## src/rtl/pio_arb_pkg.sv

```systemverilog
// Shared types and constants for the PIO display arbiter.
package pio_arb_pkg;

    typedef enum logic {
        OWN_LOCAL = 1'b0,
        OWN_HOST  = 1'b1
    } owner_e;

    localparam int unsigned WALK_W     = 18;
    localparam logic [31:0]  LEDG_LOCAL = 32'h0000_00FF;
    localparam logic [WALK_W-1:0] WALK_RESET = WALK_W'(1);

    // One snapshot of all four display words.
    typedef struct packed {
        logic [31:0] hex;
        logic [31:0] hexl;
        logic [31:0] ledg;
        logic [31:0] ledr;
    } disp_words_t;

endpackage

```

## src/rtl/local_pattern_gen.sv

```systemverilog
// Free-running self-test pattern: a step counter and a one-hot walker that
// both advance once every PATTERN_DIV cycles.
// Ports: CLOCK_50 clock, reset async active-high, step 32-bit count,
//        walk 18-bit one-hot rotating left.
module local_pattern_gen
    import pio_arb_pkg::*;
#(
    parameter int unsigned PATTERN_DIV = 12_500_000,
    parameter logic [31:0] STEP_RESET  = 32'h0000_0000
) (
    input  logic              CLOCK_50,
    input  logic              reset,
    output logic [31:0]       step,
    output logic [WALK_W-1:0] walk
);

    localparam int unsigned DIV_W = (PATTERN_DIV > 1) ? $clog2(PATTERN_DIV) : 1;

    logic [DIV_W-1:0] div_cnt;
    logic             wrap;

    assign wrap = (div_cnt == DIV_W'(PATTERN_DIV - 1));

    // Divider, step counter and walker advance together at divider wrap.
    always_ff @(posedge CLOCK_50 or posedge reset) begin
        if (reset) begin
            div_cnt <= '0;
            step    <= STEP_RESET;
            walk    <= WALK_RESET;
        end else if (wrap) begin
            div_cnt <= '0;
            step    <= step + 32'd1;
            walk    <= {walk[WALK_W-2:0], walk[WALK_W-1]};
        end else begin
            div_cnt <= div_cnt + DIV_W'(1);
        end
    end

endmodule

```

## src/rtl/pio_display_arbiter.sv

```systemverilog
// Arbitrates the board display words between host PIO writes and the local
// self-test pattern. Any changed host word hands ownership to the host; an
// idle timeout or force_local hands it back.
// Ports: CLOCK_50 clock, reset async active-high, host_* 32-bit PIO words,
//        force_local level override, *_out registered display words,
//        owner_host current owner, timeout_pulse one cycle on timeout revert.
module pio_display_arbiter
    import pio_arb_pkg::*;
#(
    parameter int unsigned TIMEOUT_CYCLES = 50_000_000,
    parameter int unsigned PATTERN_DIV    = 12_500_000
) (
    input  logic        CLOCK_50,
    input  logic        reset,
    input  logic [31:0] host_hex,
    input  logic [31:0] host_hexl,
    input  logic [31:0] host_ledg,
    input  logic [31:0] host_ledr,
    input  logic        force_local,
    output logic [31:0] hex_out,
    output logic [31:0] hexl_out,
    output logic [31:0] ledg_out,
    output logic [31:0] ledr_out,
    output logic        owner_host,
    output logic        timeout_pulse
);

    localparam int unsigned IDLE_W = $clog2(TIMEOUT_CYCLES);

    disp_words_t       s1, s2, out_q, out_n, local_words;
    owner_e            state_q, state_n;
    logic [IDLE_W-1:0] idle_cnt, idle_n;
    logic              activity;
    logic              timeout_c;
    logic [31:0]       step;
    logic [WALK_W-1:0] walk;

    local_pattern_gen #(
        .PATTERN_DIV (PATTERN_DIV)
    ) u_pattern (
        .CLOCK_50 (CLOCK_50),
        .reset    (reset),
        .step     (step),
        .walk     (walk)
    );

    // Two-stage input capture; a difference between stages is host activity.
    always_ff @(posedge CLOCK_50 or posedge reset) begin
        if (reset) begin
            s1 <= '0;
            s2 <= '0;
        end else begin
            s1 <= '{hex: host_hex, hexl: host_hexl, ledg: host_ledg, ledr: host_ledr};
            s2 <= s1;
        end
    end

    assign activity    = (s1 != s2);
    assign local_words = '{hex: step, hexl: 32'h0, ledg: LEDG_LOCAL, ledr: 32'(walk)};

    // Ownership next-state, idle counter and output selection.
    always_comb begin
        state_n   = state_q;
        timeout_c = 1'b0;
        idle_n    = '0;
        out_n     = local_words;
        case (state_q)
            OWN_LOCAL: begin
                if (activity && !force_local) begin
                    state_n = OWN_HOST;
                end
            end
            OWN_HOST: begin
                if (force_local) begin
                    state_n = OWN_LOCAL;
                end else if (!activity && idle_cnt == IDLE_W'(TIMEOUT_CYCLES - 1)) begin
                    state_n   = OWN_LOCAL;
                    timeout_c = 1'b1;
                end
            end
            default: state_n = OWN_LOCAL;
        endcase
        // Count only while staying in HOST with a quiet input stage.
        if (state_q == OWN_HOST && state_n == OWN_HOST && !activity) begin
            idle_n = idle_cnt + IDLE_W'(1);
        end
        if (state_n == OWN_HOST) begin
            out_n = s1;
        end
    end

    always_ff @(posedge CLOCK_50 or posedge reset) begin
        if (reset) begin
            state_q       <= OWN_LOCAL;
            idle_cnt      <= '0;
            out_q         <= '0;
            timeout_pulse <= 1'b0;
        end else begin
            state_q       <= state_n;
            idle_cnt      <= idle_n;
            out_q         <= out_n;
            timeout_pulse <= timeout_c;
        end
    end

    assign owner_host = (state_q == OWN_HOST);
    assign hex_out    = out_q.hex;
    assign hexl_out   = out_q.hexl;
    assign ledg_out   = out_q.ledg;
    assign ledr_out   = out_q.ledr;

endmodule

```

## config.mk

```make
export PLATFORM = sky130hd
export DESIGN_NAME = pio_display_arbiter
export DESIGN_NICKNAME = d
export VERILOG_FILES = /design/src/rtl/pio_arb_pkg.sv /design/src/rtl/local_pattern_gen.sv /design/src/rtl/pio_display_arbiter.sv
export SDC_FILE = /design/constraint.sdc
export NUM_CORES = 1
export LEC_CHECK = 0
export ABC_AREA = 1
export CAP_MARGIN = 20
export CORE_ASPECT_RATIO = 0.7
export CORE_MARGIN = 1
export CORE_UTILIZATION = 50
export DETAILED_ROUTE_END_ITERATION = 10
export PLACE_DENSITY = 0.74
export SETUP_SLACK_MARGIN = 0.05
export SYNTH_ARGS = -nofsm -noshare
export SYNTH_HDL_FRONTEND = slang
export SYNTH_HIERARCHICAL = 1
export SYNTH_SLANG_ARGS = --single-unit
```

## constraint.sdc

```tcl
create_clock -name CLOCK_50 -period 16.4 [get_ports CLOCK_50]
set_input_delay 3.28 -clock CLOCK_50 [delete_from_list [all_inputs] [get_ports CLOCK_50]]
set_output_delay 3.28 -clock CLOCK_50 [all_outputs]
set_load 0.05 [all_outputs]
```

==> flow_summary.toml <==
[placed_design]
dp.cells = 2458
io_buffer_count = 260
post-place-ws_ns = 10.10
gp_congestion = 0.893
hpwlAfterDp_mm = 28.4

[clock_tree]
cts_root_buffer = "clkbuf_16"
cts_hold_buf = 0
cts_setup_buffers = 0
cts_resized = 0
cts_tree = "done"
clockBufferDepth = 3
clkSlewWorstSetupHoldPaths_ns = 0.06
htreeDepth = 2
clkLatencyLatePin_ns = 0.57
cts.sinks = 486
numCtsBuffers = 46

[global_route]
grt_pass1_wl_mm = 66.9
grt_max_degree = 142
grt_use_total_pct = 22.5
grt_antenna_before_repair = 2
grt-ovfl-total = 0
grt_pass1_vias = 12530

[setup_path]
endpoint_kind = "async pin"
worst_setup_path_start_kind = "input port"
critPathArrivalTime_ns = 6.17
crit_type = "in2async"
crit_path_max_fanout = 141
crit_required_ns = 16.99

[floorplan]
initial_utilization_pct = 51.2
die-height_um = 163
die_area_um2 = 37900
die_w_um = 232
core_um2 = 36200
pin_count = 261
rows = 58

[cells_and_area]
nets = 2160
area_growth_pct = 24.3
fin_cells = 2543
drive_above_1_share_pct = 6.65
finish.utilization_pct = 63.6
fillers = 2777

[route]
drt-wirelength-per-cell_um = 16.3
firstDrtPassIters = 5
wirelength_mm = 41.5
drc_errors = 0
viasPerCell = 4.92
num_vias = 12503
dr.first_iter.drc_count = 1002
ant_nets = 0

[sta]
slew_viol_final = 0
timing.final.crit_period_ns = 5.58
tightestPinTransition_ns = 1.05
holdWs_ns = 0.405
fin_crit_sh_pct = 34.0
finalHoldViolCount = 0
finalSetupTns_ns = 0
postLayoutSetupSlackWorst_ns = 10.82
max_freq_ghz = 0.179
finalClockSkew_ns = 0.0180
rsz0062_at_grt = "false"
setup_viol = 0
slew_headroom_pct = 29.7

[yosys]
synthCells = 1752
synth-edff-count = 0
ys_warn_count = 6
syn_area_um2 = 18500
syn_avg_cell_area_um2 = 10.6
synthTopCellsByCount = "491 x nand2_1, 485 x dfrtp_1, 179 x nor2_1, 123 x inv_1, 118 x xnor2_1"
synth_top_area_share_pct = 65.5
ys_types = 36
synth_top_cell_by_area = "dfrtp_1"
synth-main-ff-cell = "dfrtp_1"
synthTopCellsByArea = "dfrtp_1 65%, nand2_1 9.9%, xnor2_1 5.6%"
syn_nets = 1886
yosysMostFrequentCell = "nand2_1"
ys_ff_latch = 486
ys_seq_area_share_pct = 65.6
async_reset_ff_share_pct = 100

[pwr]
p_seq_share_pct = 49.0
p_switching_uw = 641
ir_worst_vdd_uv = 76.2
cellInternalPower_uw = 1980
clkPwrFrac_pct = 41.3
pwr-share-comb_pct = 9.7
leakage_uw = 0.0104
swShare_pct = 24.5
cellPowerDensity_nw_per_um2 = 114

[run_status]
status = "complete, no violations"

[min_path]
worstHoldPathType = "reg2reg"

[flow_run]
drv_cap = 0
stage by stage:
step | power (uW) | cell area [um2]
final | 2620 | 23000
after global routing | 2720 | 23000
after CTS | 2650 | 23000
after detailed placement | 1560 | 21500
after global placement | 1560 | 21500
after floorplan | 1460 | 18500
flip-flops by register name (all words and copies together), names as in the netlist:
name,flops
timeout_pulse,1
u_pattern/step,32
ledg_out,32
hex_out,32
ledr_out,32
hexl_out,32
owner_host,1
idle_cnt,26
s2,128
u_pattern/div_cnt,24
u_pattern/walk,18
s1,128
power by group through the flow:
stage	combinational (uW)	clock, uW	sequential [uW]
floorplan	82.5	0	1380
global placement	253	0	1300
detailed placement	257	0	1310
CTS	258	1110	1280
global route	273	1160	1290
finish	254	1080	1280
layout make-up:
class / count / area [um2] / share of cell area, %
sequential: 486 / 12200 / 52.8
multi-input combinational: 1090 / 5540 / 24.0
timing repair buffer: 267 / 2660 / 11.5
clock buffer: 64 / 1360 / 5.90
tap: 480 / 601 / 2.61
inverter: 135 / 519 / 2.25
clock inverter: 19 / 201 / 0.874
antenna: 2 / 5.00 / 0.0217
metal layers:
metal / up-vias / share of wire [%] / global-route usage (%)
li1: 6005 / - / -
met1: 6163 / 46 / 32.7
met2: 277 / 47 / 35.3
met3: 58 / 4.7 / 3.88
met4: 0 / 2.1 / 6.07
met5: - / 0 / 0
cells in the final DEF (no fill, tap or decap), types with 3 or more instances in the layout:
cell type and instances:
nand3_1 93, nor2_1 179, a21boi_0 21, nand2_1 491, clkdlybuf4s50_1 260, o21ai_2 8
ha_1 3, xor2_1 23, o21ai_1 4, nor2_2 5, clkinv_2 10, clkbuf_8 12
xnor2_1 118, nand3b_1 12, nor2_4 6, bufinv_16 3, nor3_1 9, inv_2 11
o21ai_0 18, a21oi_1 16, a21boi_1 40, clkbuf_16 47, nand2_4 4, nand2_2 7
or2_2 3, nand4_1 22, dfrtp_1 485, buf_4 7, inv_1 121, clkbuf_1 5
critical path, cell delays in order:
cell and delay (ns):
clkdlybuf4s50_1 0.52, inv_8 0.59, buf_4 0.77, buf_4 0.77
kinds of logic (layout without fill, tap and decap cells):
family	Yosys count	count (layout)	synth area share [%]
DFF	486	486	65.6
and+or+nand+nor	837	837	19.0
AOI/OAI and AO/OA	109	109	3.94
adders and majority gates	3	3	0.203
xor gates and xnor gates	141	141	6.66
buffers and inverters	176	485	4.54
other	0	2	0
final timing paths:
check / start / end / slack, ns / cells past startpoint
setup / recovery: reset / ledr_out[31] / 10.82 / 4
hold / removal: s1[30] / s2[30] / 0.41 / 0
setup reg to reg: s1[127] / ledg_out[8] / 12.98 / 11
hold reg to reg: s1[30] / s2[30] / 0.41 / 0
max in group CLOCK_50: force_local / hex_out[25] / 11.21 / 8
min in group asynchronous: reset / s2[13] / 3.26 / 2
No activity file was read; power rests on OpenSTA's default activity.
